### src/rtl/packet_disassembler_if.sv
`default_nettype none
// ============================================================================
// packet_disassembler_if : data island slice input and rebuilt packet output
// Rev 1.0
// ============================================================================
interface packet_disassembler_if;
    logic        data_island_period;
    logic [8:0]  packet_data;
    logic [23:0] header;
    logic [55:0] sub [3:0];
    logic        packet_valid;
    logic        header_ecc_ok;
    logic [3:0]  sub_ecc_ok;
    logic [7:0]  error_count;

    modport master (
        output data_island_period, packet_data,
        input  header, sub, packet_valid, header_ecc_ok, sub_ecc_ok, error_count
    );

    modport slave (
        input  data_island_period, packet_data,
        output header, sub, packet_valid, header_ecc_ok, sub_ecc_ok, error_count
    );
endinterface
`default_nettype wire

### src/rtl/packet_disassembler.sv
`default_nettype none
// ============================================================================
// packet_disassembler : rebuilds HDMI data island packets and checks BCH ECC
// Option macro: PACKET_DISASSEMBLER_DROP_BAD_EN (drop packets with bad header)
// Rev 1.0
// ============================================================================
module packet_disassembler (
    input  wire logic            clk_pixel,
    input  wire logic            reset_n,
    packet_disassembler_if.slave bus
);
    localparam logic [7:0] c_BCH_POLY = 8'h83;

    function automatic logic [7:0] ecc_step(input logic [7:0] e, input logic b);
        ecc_step = (e >> 1) ^ ((e[0] ^ b) ? c_BCH_POLY : 8'h00);
    endfunction

    logic [4:0]  cnt_q, cnt_d;
    logic [31:0] hsh_q, hsh_d, w_hsh_upd;
    logic [63:0] ssh_q [4];
    logic [63:0] ssh_d [4];
    logic [63:0] w_ssh_upd [4];
    logic [7:0]  hecc_q, hecc_d;
    logic [7:0]  secc_q [4];
    logic [7:0]  secc_d [4];
    logic [23:0] header_q, header_d;
    logic [55:0] sub_q [4];
    logic [55:0] sub_d [4];
    logic        hok_q, hok_d;
    logic [3:0]  sok_q, sok_d;
    logic        pv_q, pv_d;
    logic [7:0]  ec_q, ec_d;
    logic        w_hok;
    logic [3:0]  w_sok;
    logic        w_complete;
    logic        w_deliver;

    always_comb begin
        // Shadows with the current slice merged in; on slot 31 this is the bypass
        w_hsh_upd          = hsh_q;
        w_hsh_upd[cnt_q]   = bus.packet_data[0];
        for (int i = 0; i < 4; i++) begin
            w_ssh_upd[i]                  = ssh_q[i];
            w_ssh_upd[i][{cnt_q, 1'b0}]   = bus.packet_data[1 + i];
            w_ssh_upd[i][{cnt_q, 1'b1}]   = bus.packet_data[5 + i];
            w_sok[i]                      = (secc_q[i] == w_ssh_upd[i][63:56]);
        end
        w_hok      = (hecc_q == w_hsh_upd[31:24]);
        w_complete = bus.data_island_period && (cnt_q == 5'd31);
`ifdef PACKET_DISASSEMBLER_DROP_BAD_EN
        w_deliver  = w_complete && w_hok;
`else
        w_deliver  = w_complete;
`endif
    end

    always_comb begin
        cnt_d    = 5'd0;
        hsh_d    = 32'd0;
        hecc_d   = 8'd0;
        header_d = header_q;
        hok_d    = hok_q;
        sok_d    = sok_q;
        pv_d     = 1'b0;
        ec_d     = ec_q;
        for (int i = 0; i < 4; i++) begin
            ssh_d[i]  = 64'd0;
            secc_d[i] = 8'd0;
            sub_d[i]  = sub_q[i];
        end

        // Idle or completion leaves everything cleared for the next packet
        if (bus.data_island_period && !w_complete) begin
            cnt_d  = cnt_q + 5'd1;
            hsh_d  = w_hsh_upd;
            hecc_d = (cnt_q < 5'd24) ? ecc_step(hecc_q, bus.packet_data[0]) : hecc_q;
            for (int i = 0; i < 4; i++) begin
                ssh_d[i]  = w_ssh_upd[i];
                secc_d[i] = (cnt_q < 5'd28)
                          ? ecc_step(ecc_step(secc_q[i], bus.packet_data[1 + i]),
                                     bus.packet_data[5 + i])
                          : secc_q[i];
            end
        end

        if (w_deliver) begin
            header_d = w_hsh_upd[23:0];
            hok_d    = w_hok;
            sok_d    = w_sok;
            pv_d     = 1'b1;
            for (int i = 0; i < 4; i++) begin
                sub_d[i] = w_ssh_upd[i][55:0];
            end
        end

        if (w_complete && (!w_hok || (w_sok != 4'hF)) && (ec_q != 8'hFF)) begin
            ec_d = ec_q + 8'd1;
        end
    end

    always_ff @(posedge clk_pixel or negedge reset_n) begin
        if (!reset_n) begin
            cnt_q    <= 5'd0;
            hsh_q    <= 32'd0;
            hecc_q   <= 8'd0;
            header_q <= 24'd0;
            hok_q    <= 1'b0;
            sok_q    <= 4'd0;
            pv_q     <= 1'b0;
            ec_q     <= 8'd0;
            for (int i = 0; i < 4; i++) begin
                ssh_q[i]  <= 64'd0;
                secc_q[i] <= 8'd0;
                sub_q[i]  <= 56'd0;
            end
        end else begin
            cnt_q    <= cnt_d;
            hsh_q    <= hsh_d;
            hecc_q   <= hecc_d;
            header_q <= header_d;
            hok_q    <= hok_d;
            sok_q    <= sok_d;
            pv_q     <= pv_d;
            ec_q     <= ec_d;
            for (int i = 0; i < 4; i++) begin
                ssh_q[i]  <= ssh_d[i];
                secc_q[i] <= secc_d[i];
                sub_q[i]  <= sub_d[i];
            end
        end
    end

    assign bus.header        = header_q;
    assign bus.packet_valid  = pv_q;
    assign bus.header_ecc_ok = hok_q;
    assign bus.sub_ecc_ok    = sok_q;
    assign bus.error_count   = ec_q;

    for (genvar gi = 0; gi < 4; gi++) begin : g_sub
        assign bus.sub[gi] = sub_q[gi];
    end
endmodule
`default_nettype wire

### src/flat_wrapper.sv
// flat-port wrapper written by rule: the top's interface ports become plain ports
module packet_disassembler_flat 
  (clk_pixel, reset_n, bus_data_island_period, bus_packet_data, bus_header, bus_sub, bus_packet_valid, bus_header_ecc_ok, bus_sub_ecc_ok, bus_error_count);
  packet_disassembler_if bus_i ();
  input  wire logic clk_pixel;
  input  wire logic reset_n;
  input wire logic [$bits(bus_i.data_island_period)-1:0] bus_data_island_period;
  input wire logic [$bits(bus_i.packet_data)-1:0] bus_packet_data;
  output wire logic [$bits(bus_i.header)-1:0] bus_header;
  output wire logic [$bits(bus_i.sub)-1:0] bus_sub;
  output wire logic [$bits(bus_i.packet_valid)-1:0] bus_packet_valid;
  output wire logic [$bits(bus_i.header_ecc_ok)-1:0] bus_header_ecc_ok;
  output wire logic [$bits(bus_i.sub_ecc_ok)-1:0] bus_sub_ecc_ok;
  output wire logic [$bits(bus_i.error_count)-1:0] bus_error_count;
  assign bus_i.data_island_period = bus_data_island_period;
  assign bus_i.packet_data = bus_packet_data;
  assign bus_header = bus_i.header;
  assign bus_sub = {>>{bus_i.sub}};
  assign bus_packet_valid = bus_i.packet_valid;
  assign bus_header_ecc_ok = bus_i.header_ecc_ok;
  assign bus_sub_ecc_ok = bus_i.sub_ecc_ok;
  assign bus_error_count = bus_i.error_count;
  packet_disassembler u_core (.clk_pixel(clk_pixel), .reset_n(reset_n), .bus(bus_i));
endmodule
### config.mk
export PLATFORM = sky130hd
export DESIGN_NAME = packet_disassembler_flat
export DESIGN_NICKNAME = d
export VERILOG_FILES = /design/src/rtl/packet_disassembler_if.sv /design/src/rtl/packet_disassembler.sv /design/src/flat_wrapper.sv
export SDC_FILE = /design/constraint.sdc
export NUM_CORES = 1
export LEC_CHECK = 0
export BUFFER_PORTS_ARGS = -buffer_cell sky130_fd_sc_hd__buf_2
export CAP_MARGIN = 30
export CORE_UTILIZATION = 30
export DETAILED_ROUTE_END_ITERATION = 7
export HOLD_SLACK_MARGIN = 0.03
export SYNTH_ARGS = -nofsm -noshare
export SYNTH_HDL_FRONTEND = slang
export SYNTH_SLANG_ARGS = --single-unit
### constraint.sdc
create_clock -name clk_pixel -period 3.8 [get_ports clk_pixel]
set_input_delay 0.76 -clock clk_pixel [delete_from_list [all_inputs] [get_ports clk_pixel]]
set_output_delay 0.76 -clock clk_pixel [all_outputs]
set_load 0.02 [all_outputs]
==> results.sh, run 1 <==
export IMPL_grt_pass1_wl_um=103000
export IMPL_dp_hpwl_um=43200
export IMPL_final_nets=2521
export IMPL_async_reset_ff_share_pct=100
export IMPL_antenna_found_initial=1
export IMPL_start_util_pct=30.3
export IMPL_yosys_warnings=0
export IMPL_vdd_drop_max_mv=0.302
export IMPL_vias=16800
export IMPL_fp_row_count=103
export IMPL_crit_type="flop to flop"
export IMPL_cts_sinks=595
export IMPL_place_congestion=0.798
export IMPL_seqPwrFrac_pct=45.7
export IMPL_synth_seq_area_share_pct=62.3
export IMPL_cts_buffers=69
export IMPL_synth_common_cells="dfrtp_1 (595), nor2_1 (354), nand2_1 (348)"
export IMPL_route_detailed_drc=0
export IMPL_finalCritPeriodShare_pct=93.2
export IMPL_ys_seq_elements=595
export IMPL_slew_violations=0
export IMPL_core_area_mm2=0.0789
export IMPL_tns_ps=0
export IMPL_grt_pass1_vias=16600
export IMPL_cts_max_level=3
export IMPL_swShare_pct=23.7
export IMPL_final_min_clock_period_ps=3540
export IMPL_wl_per_cell_um=18.5
export IMPL_switching_power_mw=3.42
export IMPL_clock_latency_ps=600
export IMPL_r2r_start="u_core.cnt_q[2]"
export IMPL_cp_required_ps=4280
export IMPL_maxCapViolCount=0
export IMPL_rsz0062_at_grt="no"
export IMPL_slew_headroom_pct=33.8
export IMPL_clockRootBuffer="clkbuf_16"
export IMPL_yosysTopAreaCellShare_pct=62.3
export IMPL_globalRouteOverflowTotal=0
export IMPL_syn_inst=2254
export IMPL_vias_per_cell=4.65
export IMPL_synth_area_mm2=0.0239
export IMPL_syn_to_final_growth_pct=21.4
export IMPL_synthTopCellsByArea="dfrtp_1 (62%), mux2i_1 (10%), nor2_1 (5.6%)"
export IMPL_grt_max_degree=160
export IMPL_cts_tree="done"
export IMPL_ff2ff_path_depth=10
export IMPL_synth_most_common_cell="dfrtp_1"
export IMPL_r2r_setup_slack_ps=260
export IMPL_status="complete, no violations"
export IMPL_ys_types=50
export IMPL_r2r_end="u_core.bus.error_count[1]"
export IMPL_grtUsageTotal_pct=16.5
export IMPL_critPathMaxFanout=17
export IMPL_synth_edf_count=0
export IMPL_intPower_mw=11.0
export IMPL_critPathCaptureType="flop"
export IMPL_io_pins=274
export IMPL_max_clock_freq_mhz=282
export IMPL_min_path_type="primary input to asynchronous set/reset pin"
export IMPL_critPathLaunchType="flop"
export IMPL_combPwrFrac_pct=6.5
export IMPL_drt_wl_total_um=66600
export IMPL_arrival_ps=4020
export IMPL_diodes=0
export IMPL_tightest_slew_ps=993
export IMPL_portBuffers=273
export IMPL_drt_iter0_drc=1327
export IMPL_path_clk_slew_ps=60
export IMPL_synthFlopType="dfrtp_1"
export IMPL_avgSynthCellArea_um2=10.6
export IMPL_dieArea_mm2=0.0808
export IMPL_dr_pass1_iters=5
export IMPL_ant_nets=0
export IMPL_finalSetupViolations=0
export IMPL_die_y_um=284
export IMPL_p_leak_nw=14.5
export IMPL_cts_buffer_depth=3
export IMPL_holdWs_ps=96.5
export IMPL_drive_gt1_share_pct=18.6
export IMPL_die_w_um=284
export IMPL_power_density_mw_per_mm2=496
export IMPL_yosys_area_top_type="dfrtp_1"
export IMPL_syn_nets=2272
export IMPL_finalHoldViolations=0
export IMPL_power_frac_clock_pct=47.8
export IMPL_clock_skew_ps=19.8
-- worst max path at each step --
| stage | start | to | slack (ps) | cells after the start |
|---|---|---|---|---|
| 2_1_floorplan | bus_packet_data[2] | u_core.bus.error_count[1] | 840 | 9 |
| 3_3_place_gp | u_core.cnt_q[2] | u_core.bus.error_count[1] | 210 | 9 |
| 3_5_place_dp | u_core.cnt_q[2] | u_core.bus.error_count[1] | 150 | 9 |
| 4_1_cts | u_core.cnt_q[2] | u_core.bus.error_count[1] | 120 | 9 |
| 5_1_grt | u_core.cnt_q[2] | u_core.bus.error_count[1] | 40 | 10 |
| 6_report | u_core.cnt_q[2] | u_core.bus.error_count[1] | 260 | 10 |
-- cell usage in the layout, fill, tap and decap left out, types with 3 or more instances in the layout --
cell type / netlist / routed
nor2_2: 0 / 6
bufinv_16: 0 / 6
a21oi_1: 85 / 85
buf_4: 3 / 62
o221ai_1: 3 / 3
nand4b_1: 5 / 5
o22ai_1: 3 / 3
and2_1: 5 / 5
clkinv_2: 0 / 7
xor2_1: 19 / 19
nand4_1: 5 / 5
nor3_1: 12 / 12
xnor2_1: 38 / 38
mux2i_1: 240 / 240
nor4_1: 4 / 4
nand3_1: 20 / 20
buf_2: 6 / 272
clkbuf_1: 146 / 12
inv_1: 13 / 13
or3_1: 3 / 3
dfrtp_1: 595 / 595
a32oi_1: 4 / 4
nand2_1: 348 / 347
inv_6: 0 / 5
o21ai_0: 254 / 254
nand2b_1: 14 / 13
a211oi_1: 9 / 9
nor2b_1: 10 / 10
nor2_1: 354 / 348
and3_1: 6 / 6
ha_1: 6 / 6
clkbuf_8: 0 / 16
nor4_2: 3 / 3
buf_12: 0 / 12
clkbuf_16: 0 / 72
-- logic make-up (layout without fill, tap and decap cells) --
| logic type | count (synthesis) | in the layout | synth area share (%) |
|---|---|---|---|
| and+or+nand+nor | 799 | 799 | 13.8 |
| DFF | 595 | 595 | 62.3 |
| AOI/OAI and AO/OA | 372 | 372 | 8.37 |
| muxes | 242 | 242 | 10.1 |
| buffers and inverters | 183 | 482 | 3.01 |
| xor gates and xnor gates | 57 | 57 | 2.09 |
| adders and majority gates | 6 | 6 | 0.314 |
-- layer usage --
layer  vias to the layer above  part of all wire, %  GRT usage [%]
met5                         -                    0              0
met4                         0                  2.9           6.21
met3                       100                  4.4           2.89
met2                       353                   46           25.3
met1                      8352                   46           23.2
li1                       7960                    -              -
-- registers in the layout, indices dropped and copies added, names as in the netlist --
register / count
u_core.bus.header_ecc_ok: 1
u_core.secc_q: 32
u_core.bus.packet_valid: 1
u_core.hecc_q: 8
u_core.bus.header: 24
u_core.bus.sub: 224
u_core.cnt_q: 5
u_core.ssh_q: 256
u_core.bus.error_count: 8
u_core.hsh_q: 32
u_core.bus.sub_ecc_ok: 4
-- what timing repair did --
item | in CTS | in global routing
hold buffers | 0 | 0
setup buffers | 0 | 2
setup endpoints to repair | 0 | 8
hold endpoints to repair | 0 | 0
gates resized for setup | 0 | 1
-- critical path, cell delays in order, from the launching register on --
cell and delay [ps]:
dfrtp_1 640, buf_4 300, nand4_4 330, nor3_1 300
o22ai_1 120, a2111oi_2 500, nand4_1 270, nor4_4 320
buf_4 200, nor3_1 80, mux2_1 340
-- stage by stage --
| step | worst slack [ps] | area, um^2 | cells | power [mW] | util (%) |
|---|---|---|---|---|---|
| floorplan | 838 | 23900 | 2254 | 7.25 | - |
| global placement | 207 | 26600 | 3480 | 7.64 | 33.8 |
| detailed placement | 153 | 26600 | 3480 | 7.64 | 33.8 |
| CTS | 118 | 29000 | 3601 | 14.6 | 36.8 |
| global route | 40.6 | 29000 | 3603 | 15.0 | 36.8 |
| finish | 259 | 29000 | 3603 | 14.4 | 36.8 |
-- power by group through the flow --
stage	sequential (mW)	clock, mW	combinational [mW]
after floorplan	6.65	0	0.596
after global placement	6.70	0	0.942
after detailed placement	6.69	0	0.947
after CTS	6.58	7.06	0.952
after global routing	6.60	7.33	1.05
final	6.58	6.88	0.941
-- area by class of cell --
| type | instances | area (um^2) |
|---|---|---|
| multi-input combinational | 1476 | 8330 |
| timing repair buffer | 347 | 2080 |
| clock buffer | 100 | 2070 |
| clock inverter | 21 | 292 |
| inverter | 14 | 52.6 |
| sequential | 595 | 14900 |
| tap | 1050 | 1310 |
| fill | 7880 | 49800 |
Power figures use the tool's default switching activity.
==> inputs of run 2 (changes only) <==
--- a/config.mk
+++ b/config.mk
@@ -5,6 +5,7 @@
 export SDC_FILE = /design/constraint.sdc
 export NUM_CORES = 1
 export LEC_CHECK = 0
+export ABC_AREA = 1
 export BUFFER_PORTS_ARGS = -buffer_cell sky130_fd_sc_hd__buf_2
 export CAP_MARGIN = 30
 export CORE_UTILIZATION = 30
==> run 2 against run 1 <==
Clock skew is 1.8 ps higher. Critical path depth rose by 5. Clock-buffer cell count shrank 13. First-iteration DRC count up 3.8%. Non-clock buffer count decreased by 20. Clock power barely moved. Synthesized area down 1.3%. Synthesized cell count grew 14%. Final cell count increased by 8.2%. Power hardly changed. Critical path type unchanged. Largest cell class unchanged. Largest power group unchanged. Highest routed layer unchanged.
==> results.sh, run 2 <==
export IMPL_status="complete, no violations"
export IMPL_io_pins=274
export IMPL_regMostFlops="u_core.ssh_q"
export IMPL_clock_latency_ps=610
export IMPL_globalRouteOverflowTotal=0
export IMPL_start_util_pct=30.4
export IMPL_total_power_mw=14.4
export IMPL_synth_area_mux_share_pct=0
export IMPL_cts_max_level=3
export IMPL_synth_edf_count=0
export IMPL_ys_seq_elements=595
export IMPL_clock_skew_ps=21.5
export IMPL_vdd_drop_max_mv=0.294
export IMPL_finalHoldViolations=0
export IMPL_cts_sinks=595
export IMPL_avgSynthCellArea_um2=9.16
export IMPL_synth_seq_area_share_pct=63.1
export IMPL_route_detailed_drc=0
export IMPL_synthFlopType="dfrtp_1"
export IMPL_die_y_um=282
export IMPL_synth_xor_xnor_area_share_pct=1.11
export IMPL_critPathCaptureType="flop"
export IMPL_antenna_found_initial=4
export IMPL_r2r_start="u_core.cnt_q[2]"
export IMPL_cp_required_ps=4330
export IMPL_place_congestion=0.810
export IMPL_final_util_pct=36.8
export IMPL_final_nets=2823
export IMPL_cts_hold_buffers=0
export IMPL_critPathMaxFanout=28
export IMPL_r2r_setup_slack_ps=800
export IMPL_dpl_worst_slack_ps=741
export IMPL_power_density_mw_per_mm2=505
export IMPL_vias=18200
export IMPL_maxCapViolCount=0
export IMPL_crit_type="flop to flop"
export IMPL_slew_headroom_pct=40.2
export IMPL_mostFrequentLayoutCells="dfrtp_1 (595), nor2_1 (543), nand2_1 (436)"
export IMPL_cpPeakStageDelay_ps=730
export IMPL_die_w_um=282
export IMPL_drive_gt1_share_pct=16.3
export IMPL_crit_chain="inv_2 -> nor2_4 -> buf_4 -> nand3_1 -> nand2_1 -> nand2_1 -> nand2_1 -> nand2_1 -> nor2_1 -> nand2_1 -> nor2_2 -> nand3_4 -> nand3_2 -> nand2_1 -> nand2_1"
export IMPL_critPathMostFrequentCell="nand2_1"
export IMPL_path_clk_slew_ps=60
export IMPL_ff2ff_path_depth=15
export IMPL_seq_area_mm2=0.0149
export IMPL_dr_pass1_iters=7
export IMPL_tns_ps=0
export IMPL_dieArea_mm2=0.0797
export IMPL_wl_per_cell_um=17.0
export IMPL_cts_buffers=68
export IMPL_r2r_end="u_core.bus.error_count[1]"
export IMPL_fp_row_count=102
export IMPL_final_min_clock_period_ps=3000
export IMPL_cts_tree="done"
export IMPL_syn_to_final_growth_pct=21.1
export IMPL_core_area_mm2=0.0776
export IMPL_rsz0062_at_grt="no"
export IMPL_setup_ws_ps=796
export IMPL_multi_input_area_mm2=0.00770
export IMPL_drt_iter0_drc=1378
export IMPL_clockRootBuffer="clkbuf_16"
export IMPL_tightest_slew_ps=897
export IMPL_finalCritPeriodShare_pct=79.0
export IMPL_arrival_ps=3530
export IMPL_vias_per_cell=4.68
export IMPL_placed_cell_area_mm2=0.0262
export IMPL_cts_buffer_depth=3
export IMPL_portBuffers=273
export IMPL_grtUsageTotal_pct=16.6
export IMPL_nFillCells=7893
export IMPL_fin_area_mm2=0.0286
export IMPL_layout_commonest_cell="dfrtp_1"
export IMPL_grt_max_degree=153
export IMPL_synth_simple_area_share_pct=18.4
export IMPL_synth_top_family_by_area="simple AND/OR/NAND/NOR gates"
export IMPL_synthTopCellsByArea="dfrtp_1 (63%), nor2_1 (8.6%), nand2_1 (7.0%)"
export IMPL_ant_nets=0
export IMPL_synth_compound_area_share_pct=12.8
export IMPL_grt_pass1_wl_um=102000
export IMPL_yosys_area_top_type="dfrtp_1"
export IMPL_critPathLaunchType="flop"
export IMPL_slew_violations=0
export IMPL_yosys_warnings=0
export IMPL_grt_pass1_vias=17200
export IMPL_synth_most_common_cell="dfrtp_1"
export IMPL_largest_reg_flops=256
export IMPL_drt_wl_total_um=66400
export IMPL_synth_area_mm2=0.0236
export IMPL_async_reset_ff_share_pct=100
export IMPL_holdWs_ps=169
export IMPL_synth_fa_ha_area_share_pct=0.318
export IMPL_cts_resized=0
export IMPL_slowest_stage="dfrtp_1"
export IMPL_finalNonFillerCells=3900
export IMPL_syn_nets=2592
export IMPL_finalSetupViolations=0
export IMPL_synth_common_cells="dfrtp_1 (595), nor2_1 (543), nand2_1 (437)"
export IMPL_syn_inst=2574
export IMPL_yosysTopAreaCellShare_pct=63.1
export IMPL_p_leak_nw=14.4
export IMPL_min_path_type="primary input to asynchronous set/reset pin"
export IMPL_ys_types=29
export IMPL_dp_hpwl_um=42400
export IMPL_placed_cells=3775
export IMPL_max_clock_freq_mhz=333
export IMPL_postCtsSetupBuffers=0
## run 2: worst max path at each step
stage                            start                   endpoint  depth (start not counted)
floorplan              u_core.cnt_q[0]           u_core.secc_q[0]                         11
global placement    bus_packet_data[0]  u_core.bus.error_count[4]                         12
detailed placement  bus_packet_data[0]  u_core.bus.error_count[6]                         12
CTS                    u_core.cnt_q[2]  u_core.bus.error_count[2]                         15
global route           u_core.cnt_q[2]  u_core.bus.error_count[7]                         15
finish                 u_core.cnt_q[2]  u_core.bus.error_count[1]                         15
## run 2: per-layer routing
layer / wire, um / global-route usage (%)
met5: 0 / 0
met4: 1290 / 4.89
met3: 2910 / 2.51
met2: 31100 / 26.5
met1: 31100 / 23.3
## run 2: cell type report
class	count	area share [%]
antenna	1	0.00876
clock buffer	87	6.56
clock inverter	37	1.80
inverter	93	1.25
multi-input combinational	1720	26.9
sequential	595	52.1
tap	1040	4.56
timing repair buffer	327	6.76
## run 2: cell families (layout without fill, tap and decap cells)
group           Yosys count  after routing
other cells               0              1
compound gates          588            588
buf+inv                 259            544
fa+ha+maj                 6              6
flops                   595            595
xor+xnor                 30             30
simple gates           1096           1096
## run 2: worst max-delay path, delay by kind of cell, from the launching register on
| kind | cells | cell delay (ps) |
|---|---|---|
| DFF | 1 | 730 |
| buffers and inverters | 2 | 610 |
| and+or+nand+nor | 13 | 1580 |
## run 2: report_power, final
group	internal, mW	switching [mW]	total, mW	leakage, nW
combinational	0.278	0.692	0.971	4.96
clock	4.15	2.76	6.91	1.17
sequential	6.46	0.0830	6.54	8.27
total	10.9	3.53	14.4	14.4
==> inputs of run 3 (changes only) <==
==> constraint.sdc (replaced) <==
create_clock -name clk_pixel -period 2.78 [get_ports clk_pixel]
set_input_delay 0.556 -clock clk_pixel [delete_from_list [all_inputs] [get_ports clk_pixel]]
set_output_delay 0.556 -clock clk_pixel [all_outputs]
set_load 0.02 [all_outputs]
==> run 3 against run 2 <==
Register-to-register slack lost 550 ps. First-iteration DRC count grew 25%. Global-route usage grew 0.17 points. Critical path type unchanged. Highest routed layer is now met5.
==> results.sh, run 3 (synthesized netlist as in run 2, its figures left out) <==
export IMPL_status="complete, no violations"
export IMPL_portBuffers=273
export IMPL_top_usage_layer="met2"
export IMPL_maxCapViolCount=0
export IMPL_clock_skew_ps=18.4
export IMPL_fp_row_count=102
export IMPL_min_to="u_core.ssh_q[120]"
export IMPL_clock_latency_ps=600
export IMPL_core_area_mm2=0.0776
export IMPL_final_nets=2851
export IMPL_start_util_pct=30.4
export IMPL_cts_sinks=595
export IMPL_tightest_slew_ps=836
export IMPL_arrival_ps=2990
export IMPL_holdWs_ps=313
export IMPL_grt_pass1_wl_um=103000
export IMPL_vias=18200
export IMPL_dieArea_mm2=0.0797
export IMPL_dr_pass1_iters=5
export IMPL_nFillCells=7987
export IMPL_vias_per_cell=4.64
export IMPL_use_met2_pct=26.7
export IMPL_slew_violations=0
export IMPL_critPathCaptureType="flop"
export IMPL_grtUsageTotal_pct=16.8
export IMPL_power_density_mw_per_mm2=679
export IMPL_startpoint="u_core.cnt_q[0]"
export IMPL_tns_ps=0
export IMPL_clockRootBuffer="clkbuf_16"
export IMPL_drive_gt1_share_pct=16.9
export IMPL_die_y_um=282
export IMPL_finalSetupViolations=0
export IMPL_globalRouteOverflowTotal=0
export IMPL_r2r_end="u_core.ssh_q[218]"
export IMPL_hold_path_startpoint="bus_packet_data[3]"
export IMPL_drt_wl_total_um=67100
export IMPL_placed_cells=3801
export IMPL_wl_per_cell_um=17.1
export IMPL_ant_nets=0
export IMPL_slew_headroom_pct=44.1
export IMPL_r2r_start="u_core.cnt_q[0]"
export IMPL_die_w_um=282
export IMPL_drt_iter0_drc=1718
export IMPL_multi_input_area_mm2=0.00770
export IMPL_regMostFlops="u_core.ssh_q"
export IMPL_final_min_clock_period_ps=2530
export IMPL_crit_type="flop to flop"
export IMPL_vdd_drop_max_mv=0.413
export IMPL_cts_max_level=3
export IMPL_cp_required_ps=3240
export IMPL_r2r_setup_slack_ps=250
export IMPL_cts_tree="done"
export IMPL_max_clock_freq_mhz=395
export IMPL_grt_max_degree=131
export IMPL_dp_hpwl_um=43700
export IMPL_grt_use_met3_pct=2.82
export IMPL_cts_buffers=68
export IMPL_holdPathStages=3
export IMPL_largest_reg_flops=256
export IMPL_finalNonFillerCells=3928
export IMPL_seq_area_mm2=0.0149
export IMPL_mostFrequentLayoutCells="dfrtp_1 (595), nor2_1 (543), nand2_1 (436)"
export IMPL_use_met1_pct=23.3
export IMPL_finalHoldViolations=0
export IMPL_grt_pass1_vias=17400
export IMPL_p_leak_nw=14.5
export IMPL_route_detailed_drc=0
export IMPL_layout_commonest_cell="dfrtp_1"
export IMPL_min_path_type="primary input to flop"
export IMPL_cts_resized=0
export IMPL_syn_to_final_growth_pct=22.1
export IMPL_rsz0062_at_grt="no"
export IMPL_postCtsSetupBuffers=0
export IMPL_ff2ff_path_depth=9
export IMPL_cts_buffer_depth=3
export IMPL_antenna_found_initial=1
export IMPL_finalCritPeriodShare_pct=91.1
export IMPL_path_clk_slew_ps=60
export IMPL_io_pins=274
export IMPL_critPathMaxFanout=130
export IMPL_place_congestion=0.828
export IMPL_critPathLaunchType="flop"
-- run 3: cell types whose count changed in the layout (fill, tap and decap cells not counted) --
cell	delta
clkbuf_1	+6
clkinv_4	+2
inv_16	+1
clkbuf_16	+1
clkinv_2	-4
bufinv_16	-3
clkbuf_8	+2
nor2_2	+1
dlygate4sd3_1	+1
buf_4	+20
buf_12	+6
clkinvlp_4	-4
clkinv_16	-1
-- run 3: how the worst max path moves through the flow --
stage | end | cells past startpoint
floorplan | u_core.secc_q[0] | 11
global placement | u_core.bus.error_count[6] | 15
detailed placement | u_core.bus.error_count[0] | 15
CTS | u_core.bus.error_count[0] | 15
global route | u_core.ssh_q[160] | 9
finish | u_core.ssh_q[218] | 9
-- run 3: metrics by stage --
stage | area, um^2 | setup WS (ps) | util (%) | power, mW
global placement | 26400 | 331 | 34.1 | 10.5
detailed placement | 26400 | 209 | 34.1 | 10.5
global route | 28800 | 44.4 | 37.1 | 20.3
floorplan | 23600 | 394 | - | 9.86
finish | 28800 | 248 | 37.1 | 19.6
CTS | 28800 | 181 | 37.1 | 19.8
-- run 3: cell type report --
class,instances,area share (%)
antenna,1,0.00869
inverter,93,1.24
clock inverter,28,1.33
sequential,595,51.7
tap,1040,4.52
clock buffer,96,6.77
multi-input combinational,1721,26.7
timing repair buffer,354,7.68
-- run 3: report_power, final --
group / total (mW) / switching, mW / internal (mW)
Sequential: 8.94 / 0.108 / 8.83
Clock: 9.27 / 3.75 / 5.51
Combinational: 1.35 / 0.959 / 0.389
Total: 19.6 / 4.82 / 14.7
-- run 3: repair_timing --
item	CTS	global route
endpoints found under the hold margin	21	0
hold buffers	1	0
setup endpoints to repair	0	8
-- run 3: metal layers --
metal / vias to the layer above / wire length (um)
met1: 8848 / 31300
met3: 101 / 2980
met4: 2 / 1420
met2: 404 / 31300
met5: - / 18
li1: 8868 / -
-- run 3: worst max-delay path: stages, from the launching register on --
cell and delay (ps):
dfrtp_1 410, ha_1 190, nand2_1 190, nor2_1 150, ha_1 220, nor2_1 60, buf_4 170, inv_8 210
buf_12 410, nor2_1 120
